==> config.mk <==
export PLATFORM = sky130hd
export DESIGN_NAME = sw_alu_hist
export DESIGN_NICKNAME = d
export VERILOG_FILES = /design/src/rtl/sw_alu_hist.sv
export SDC_FILE = /design/constraint.sdc
export NUM_CORES = 1
export LEC_CHECK = 0
export CAP_MARGIN = 20
export CORE_MARGIN = 3
export CORE_UTILIZATION = 45
export CTS_CLUSTER_SIZE = 8
export DETAILED_ROUTE_END_ITERATION = 12
export GPL_ROUTABILITY_DRIVEN = 0
export PLACE_DENSITY = 0.78
export SYNTH_ARGS = -nofsm -noshare
export SYNTH_HDL_FRONTEND = slang
export SYNTH_SLANG_ARGS = --single-unit
==> constraint.sdc <==
create_clock -name clk_50MHZ -period 6.43 [get_ports clk_50MHZ]
set_input_delay 1.286 -clock clk_50MHZ [delete_from_list [all_inputs] [get_ports clk_50MHZ]]
set_output_delay 1.286 -clock clk_50MHZ [all_outputs]
set_load 0.05 [all_outputs]
==> src/rtl/sw_alu_hist.sv <==
// sw_alu_hist: switch ALU with a circular history of results, shown on two 7-segment digits and LEDs.
// Build option: define ACC_SAT_EN so that accumulate mode saturates instead of wrapping.
module sw_alu_hist #(
   parameter  int DATA_W     = 4,
   parameter  int HIST_DEPTH = 4,
   localparam int VIEW_W     = $clog2(HIST_DEPTH)
) (
   input  logic              clk_50MHZ,
   input  logic              rst_i,
   input  logic [DATA_W-1:0] op_a_i,
   input  logic [DATA_W-1:0] op_b_i,
   input  logic [1:0]        mode_i,
   input  logic              strobe_n_i,
   input  logic              clr_n_i,
   input  logic [VIEW_W-1:0] view_i,
   output logic [6:0]        hex1_o,
   output logic [6:0]        hex2_o,
   output logic [7:0]        led_o
);

   typedef enum logic [1:0] {
      MODE_ADD = 2'd0,
      MODE_SUB = 2'd1,
      MODE_AND = 2'd2,
      MODE_ACC = 2'd3
   } mode_t;

   localparam logic [VIEW_W:0] C_FULL = (VIEW_W+1)'(HIST_DEPTH);

   function automatic logic [6:0] f_seg(input logic [3:0] i_nib);
      logic [6:0] w_seg;
      case (i_nib)
         4'h0: w_seg = 7'h40;  4'h1: w_seg = 7'h79;  4'h2: w_seg = 7'h24;  4'h3: w_seg = 7'h30;
         4'h4: w_seg = 7'h19;  4'h5: w_seg = 7'h12;  4'h6: w_seg = 7'h02;  4'h7: w_seg = 7'h78;
         4'h8: w_seg = 7'h00;  4'h9: w_seg = 7'h10;  4'hA: w_seg = 7'h08;  4'hB: w_seg = 7'h03;
         4'hC: w_seg = 7'h46;  4'hD: w_seg = 7'h21;  4'hE: w_seg = 7'h06;  default: w_seg = 7'h0E;
      endcase
      return w_seg;
   endfunction

   // Button synchronizers and falling-edge detectors
   logic       r_strb_s1, r_strb_s2, r_strb_prev, r_strb_pulse;
   logic       r_clr_s1, r_clr_s2, r_clr_prev, r_clr_pulse;
   logic [1:0] r_vld;

   // r_vld marks when s2 holds a genuine sample rather than the reset value, so a
   // button held low across reset release is never mistaken for a fresh press.
   always_ff @(posedge clk_50MHZ) begin
      if (rst_i) begin
         r_vld        <= '0;
         r_strb_s1    <= 1'b1;
         r_strb_s2    <= 1'b1;
         r_strb_prev  <= 1'b0;
         r_strb_pulse <= 1'b0;
         r_clr_s1     <= 1'b1;
         r_clr_s2     <= 1'b1;
         r_clr_prev   <= 1'b0;
         r_clr_pulse  <= 1'b0;
      end else begin
         // NOTE: non-blocking assignments let each stage see the previous value of the one before it.
         r_vld        <= {r_vld[0], 1'b1};
         r_strb_s1    <= strobe_n_i;
         r_strb_s2    <= r_strb_s1;
         r_strb_prev  <= r_vld[1] & r_strb_s2;
         r_strb_pulse <= r_strb_prev & ~r_strb_s2;
         r_clr_s1     <= clr_n_i;
         r_clr_s2     <= r_clr_s1;
         r_clr_prev   <= r_vld[1] & r_clr_s2;
         r_clr_pulse  <= r_clr_prev & ~r_clr_s2;
      end
   end

   // ALU
   logic [DATA_W-1:0] r_acc;
   logic [DATA_W:0]   w_sum_ab, w_sum_acc;
   logic [DATA_W-1:0] w_res;
   logic              w_flag;

   always_comb begin
      // NOTE: every output of this block gets a default first, so no path can infer a latch.
      w_res     = '0;
      w_flag    = 1'b0;
      w_sum_ab  = {1'b0, op_a_i} + {1'b0, op_b_i};
      w_sum_acc = {1'b0, r_acc} + {1'b0, op_a_i};
      unique case (mode_t'(mode_i))
         MODE_ADD: begin
            w_res  = w_sum_ab[DATA_W-1:0];
            w_flag = w_sum_ab[DATA_W];
         end
         MODE_SUB: begin
            w_res  = op_a_i - op_b_i;
            w_flag = (op_a_i < op_b_i);
         end
         MODE_AND: begin
            w_res  = op_a_i & op_b_i;
            w_flag = ((op_a_i & op_b_i) == '0);
         end
         MODE_ACC: begin
`ifdef ACC_SAT_EN
            w_res  = w_sum_acc[DATA_W] ? '1 : w_sum_acc[DATA_W-1:0];
`else
            w_res  = w_sum_acc[DATA_W-1:0];
`endif
            w_flag = w_sum_acc[DATA_W];
         end
      endcase
   end

   // History bookkeeping; a clear pulse beats a simultaneous strobe pulse
   logic [VIEW_W-1:0] r_wr_ptr;
   logic [VIEW_W:0]   r_count;
   logic [DATA_W:0]   r_hist [HIST_DEPTH];
   logic              w_push;

   assign w_push = r_strb_pulse & ~r_clr_pulse;

   always_ff @(posedge clk_50MHZ) begin
      if (rst_i || r_clr_pulse) begin
         r_wr_ptr <= '0;
         r_count  <= '0;
         r_acc    <= '0;
      end else if (w_push) begin
         r_wr_ptr <= r_wr_ptr + VIEW_W'(1);
         if (r_count != C_FULL) r_count <= r_count + (VIEW_W+1)'(1);
         if (mode_t'(mode_i) == MODE_ACC) r_acc <= w_res;
      end
   end

   // NOTE: the history array has no reset; entries beyond r_count are never displayed.
   always_ff @(posedge clk_50MHZ) begin
      if (w_push) r_hist[r_wr_ptr] <= {w_flag, w_res};
   end

   // Display selection, registered
   logic [VIEW_W-1:0] w_rd_idx;
   logic [DATA_W:0]   w_rd;
   logic [7:0]        w_res8;
   logic              w_blank;

   assign w_rd_idx = r_wr_ptr - VIEW_W'(1) - view_i;
   assign w_rd     = r_hist[w_rd_idx];
   assign w_res8   = 8'(w_rd[DATA_W-1:0]);
   assign w_blank  = ({1'b0, view_i} >= r_count);

   always_ff @(posedge clk_50MHZ) begin
      if (rst_i) begin
         hex1_o <= 7'h7F;
         hex2_o <= 7'h7F;
         led_o  <= 8'h04;
      end else begin
         hex1_o <= w_blank ? 7'h7F : f_seg(w_res8[3:0]);
         hex2_o <= w_blank ? 7'h7F : f_seg(w_res8[7:4]);
         led_o  <= {5'(r_count), (r_count == '0), (r_count == C_FULL), ~w_blank & w_rd[DATA_W]};
      end
   end

endmodule

# Word-level counts from Yosys, hierarchy flattened
# Memories as Yosys holds them, arrays and structs flattened. A register that Yosys moved wholly into a read port is not among the register bits.
# Cells that the tools add are included.
op_classes:
  addsub: 7
  n_bitwise: 11
  eq_ne: 5
  n_mux: 5
  order_cmp: 2
  reduce_logical: 7
ops:
  columns: ["operator", "count"]
  rows:
  - ["4-bit one-hot mux with 4 select lines", 1]
  - ["4-bit by 4-bit adder with 5-bit output", 2]
  - ["1-bit bitwise AND", 6]
  - ["4-bit bitwise AND", 1]
  - ["2-bit == test, second input constant", 2]
  - ["4-bit logical NOT", 1]
  - ["4-bit less-than comparator", 1]
  - ["1-bit inverter", 4]
  - ["1-bit one-hot mux with 4 select lines", 1]
  - ["2-bit AND reduction", 2]
  - ["4-bit subtractor", 1]
  - ["3-bit by 1-bit adder with 3-bit output, second input constant", 1]
  - ["3-bit == test, second input constant", 1]
  - ["2-bit by 3-bit greater-or-equal comparator with 1-bit output", 1]
  - ["3-bit logical NOT", 1]
  - ["1-bit two-way mux", 3]
  - ["3-bit inequality test, second input constant", 1]
  - ["2-bit by 1-bit adder with 2-bit output, second input constant", 1]
  - ["2-bit by 1-bit == test with 1-bit output, second input constant", 1]
  - ["2-bit logical NOT", 1]
  - ["2-bit OR reduction", 1]
  - ["2-bit by 1-bit subtractor with 2-bit output, second input constant", 1]
  - ["2-bit subtractor", 1]
  - ["1-bit logical OR", 1]
word_totals:
  rom_bits: 224
  ramBits: 20
  n_memories: 3
  word_cells: 55
  ff_bits: 27
  output_inout_bits: 22
mem_list:
  columns: ["name", "words", "word_bits", "read_ports", "rd_ports_with_merged_regs", "wr", "line", "rtl"]
  rows:
  - ["(name not given)", 16, 7, 1, 1, 0, "32", "case (i_nib)"]
  - ["(name not given)", 16, 7, 1, 1, 0, "32", null]
  - ["r_hist", 4, 5, 1, 0, 1, "112", "logic [DATA_W:0] r_hist [HIST_DEPTH];"]

# Logic depth before layout (Yosys ltp)
logic_depth:
  word_depth: 4
  mapped_depth: 10
  ltp_nobuf: 10

# Worst setup path before layout
# Ideal clock, no wire load.
synth_path:
  kind: "input to register"
  start: "in view_i[0]"
  end: "reg hex1_o[5]"
  required_time_ns: 6.308
  path_slack_ns: 3.252
  path_buffers: 1
  arrival_ns: 3.056
  setup_time_ns: 0.122
  cell_stages: 9
  path_cell_list: "inv_1 -> ha_1 -> clkbuf_8 -> mux4_1 -> clkinv_1 -> ha_1 -> nand2b_2 -> a21oi_1 -> a311o_1"
synth_between:
  elab_chain_cells: 2
  elab_cells_between_ends: 4
synth_rtl:
  columns: ["item", "line", "rtl"]
  rows:
  - ["start, declared", "15", "input logic [VIEW_W-1:0] view_i,"]
  - ["2-bit subtractor / 2-bit by 3-bit greater-or-equal comparator with 1-bit output (equally long branches)", "140, 143", null]
  - ["memory 4 x 5 bit / 2-bit OR reduction (equally long branches)", null, null]
  - ["end, declared", "16", "output logic [6:0] hex1_o,"]
# Several ways; a longest one is shown, not always the timed one.
# A chain may end at the register's enable or synchronous reset.

# Final worst setup path
# Same ends and word-level chain as after synthesis.

==> run metrics <==
switching share of power=25.1%; Clock Skew=8.30 ps; pwr dens=199 mW/mm2; CTS sink count=53; Final Hold Fails=0; post-route total power=637 uW; layout cells sized above 1=8.00%; Worst VDD drop=0.108 mV; vias in the first global route=1,768; Net Sw Power=160 uW; final instance count without filler cells=347; P_leak=0.00133 uW; drt first-iter violations=49; clk_lat worst skew=300 ps; worst hold margin=414 ps; critical path required time=6610 ps; max_slew headroom=60.9%; Post-synth EDFFs=20; Layout area overhead=15.3%; worst slew pin tran=582 ps; CP max FO=9; ratio of final minimum period to clock period=55.3%; die height=84.5 um; crit path kind=in -> reg; register bit count reported by yosys=53; Flop pwr share=56.2%; Gate power share=15.8%; Reg2Reg Depth=7; first-pass GRT wire length=8100 um; Routed Antenna Nets=0; number of core rows=27; Via density=5.10; Max Freq=281 MHz; startpoint types=primary input; I/O Pins=38; Clock power frac=28.0%; core footprint=0.00574 mm2; CP Capture Type=flop; clock-pin slew on the worst setup and hold paths=80 ps; Tightest Hold Check Type=reg -> reg; HPWL Detailed=3580 um; pin count of the biggest net entering global routing=17; Hold Buf Count CTS=0; # port buffers=34; GRT Util Overall=13.9%; setup repair bufs after CTS=0; worst hold stages=1; total CTS buffers=5; die width=84.5 um; Syn. warnings=0; antenna violations before repair=0; CTS tree=done; outcome=finished clean; DR pass1 iterations=4; Hold Path Origin=r_clr_s1; Pins Over Slew Limit=0; Max Cap Viol=0; dpl cells=339; Initial Util=48.3%; WP data arrival=3740 ps; synthesized area per cell=11.2 um2; share of flip-flops with an asynchronous set or reset=0%; deepest clock path buffer count=2; fin crit period=3550 ps; RSZ-0062 raised after global routing=false; drt drc=0; reg-to-reg endpoint=hex1_o[5]; Fillers=521; Worst Hold End=r_clr_s2; setup TNS=0 ps; Post-Synthesis Cell Area=0.00277 mm2; GRT overflow=0; Routed WL=4550 um; count of final setup violators=0; Die Area=0.00714 mm2; RR Startpoint=r_wr_ptr[0]; Routed WL per cell=13.1 um; diode count=0; Most used DFF post-synth=dfxtp_1; H-tree Lvls=2; Synth Instances=247; reg2reg setup slack=3960 ps; Int Pwr=477 uW; sequential element share of the synthesized area=45.5%; Yosys cell types=53; post-cts sizing count=0; CTS root buf=clkbuf_8; Layout Nets=320; Vias=1,771
==> kinds of logic after synthesis <==
group,synth area share (%)
buffers and inverters,6.46
multiplexers,9.75
flip-flops,45.5
adder cells (fa/ha/maj),14.4
AND/OR/NAND/NOR,11.9
other,0.271
AO/OA/AOI/OAI,9.35
XOR/XNOR,2.44
==> area by class of cell <==
cell class	instances	area, um2	area share [%]
multi-input cells	158	1340	41.8
flip-flops and latches	53	1260	39.5
repair buffers	34	340	10.6
well taps	72	90.1	2.82
inverters	22	82.6	2.58
clock buffers	7	77.6	2.43
clock inverters	1	8.76	0.274
==> worst max-delay path: stages <==
cell             delay [ps]
clkdlybuf4s50_1         450
inv_1                    60
ha_1                    480
mux4_1                  680
clkinv_1                140
ha_1                    140
nand2b_2                100
a21oi_1                  70
a311o_1                 330
==> sequential cells by signal (all words and copies together) (netlist names), 2 cells and up <==
signal,cells
led_o,6
r_vld,2
r_count,3
r_hist,20
hex1_o,7
r_acc,4
r_wr_ptr,2
==> cell usage after synthesis, types with 5 or more instances <==
master / n / share of area (%)
a21oi_1: 12 / 2.2
and2_1: 5 / 1.1
buf_4: 8 / 2.2
clkbuf_1: 5 / 0.68
dfxtp_1: 33 / 24
edfxtp_1: 20 / 22
ha_1: 27 / 12
inv_1: 21 / 2.8
mux2i_1: 12 / 4.3
nand2_1: 10 / 1.4
nor2_1: 16 / 2.2
nor2b_1: 7 / 1.6
o21ai_0: 5 / 0.90
or2_2: 5 / 1.1
==> metrics by stage <==
stage | area [um2] | util [%] | worst slack, ps
finish | 3200 | 55.6 | 2880
global placement | 3110 | 54.1 | 2630
CTS | 3200 | 55.6 | 2880
floorplan | 2780 | - | 3250
detailed placement | 3110 | 54.1 | 2570
global route | 3200 | 55.6 | 2760
==> cell usage in the layout, fill, tap and decap left out, drive strengths merged, types with 11 or more instances in the layout <==
cell type and n:
mux2i 13, ha 27, dfxtp 33, a21oi 12
inv 21, nor2 16, nand2 11, clkdlybuf4s50 34
edfxtp 20
==> how the worst max path moves through the flow <==
stage,to,from,cells past startpoint,slack (ps)
floorplan,hex1_o[5],view_i[0],9,3250
global placement,hex1_o[5],view_i[0],9,2630
detailed placement,hex1_o[5],view_i[0],9,2570
CTS,hex1_o[5],view_i[0],9,2880
global route,hex1_o[5],view_i[0],9,2760
finish,hex1_o[5],view_i[0],9,2880
==> power by group through the flow <==
stage	Sequential, uW	Combinational [uW]	Clock [uW]
detailed placement	366	101	0
global route	359	111	199
floorplan	374	65.3	0
CTS	358	101	186
global placement	365	98.2	0
finish	358	101	178
==> per-layer routing <==
layer	share of wire (%)	wire (um)	global-route usage [%]
met4	1.5	69	4.32
met3	4.1	188	2.75
met5	0	0	0
met1	45	2030	16.8
met2	50	2260	24.8
Power figures use the tool's default switching activity.
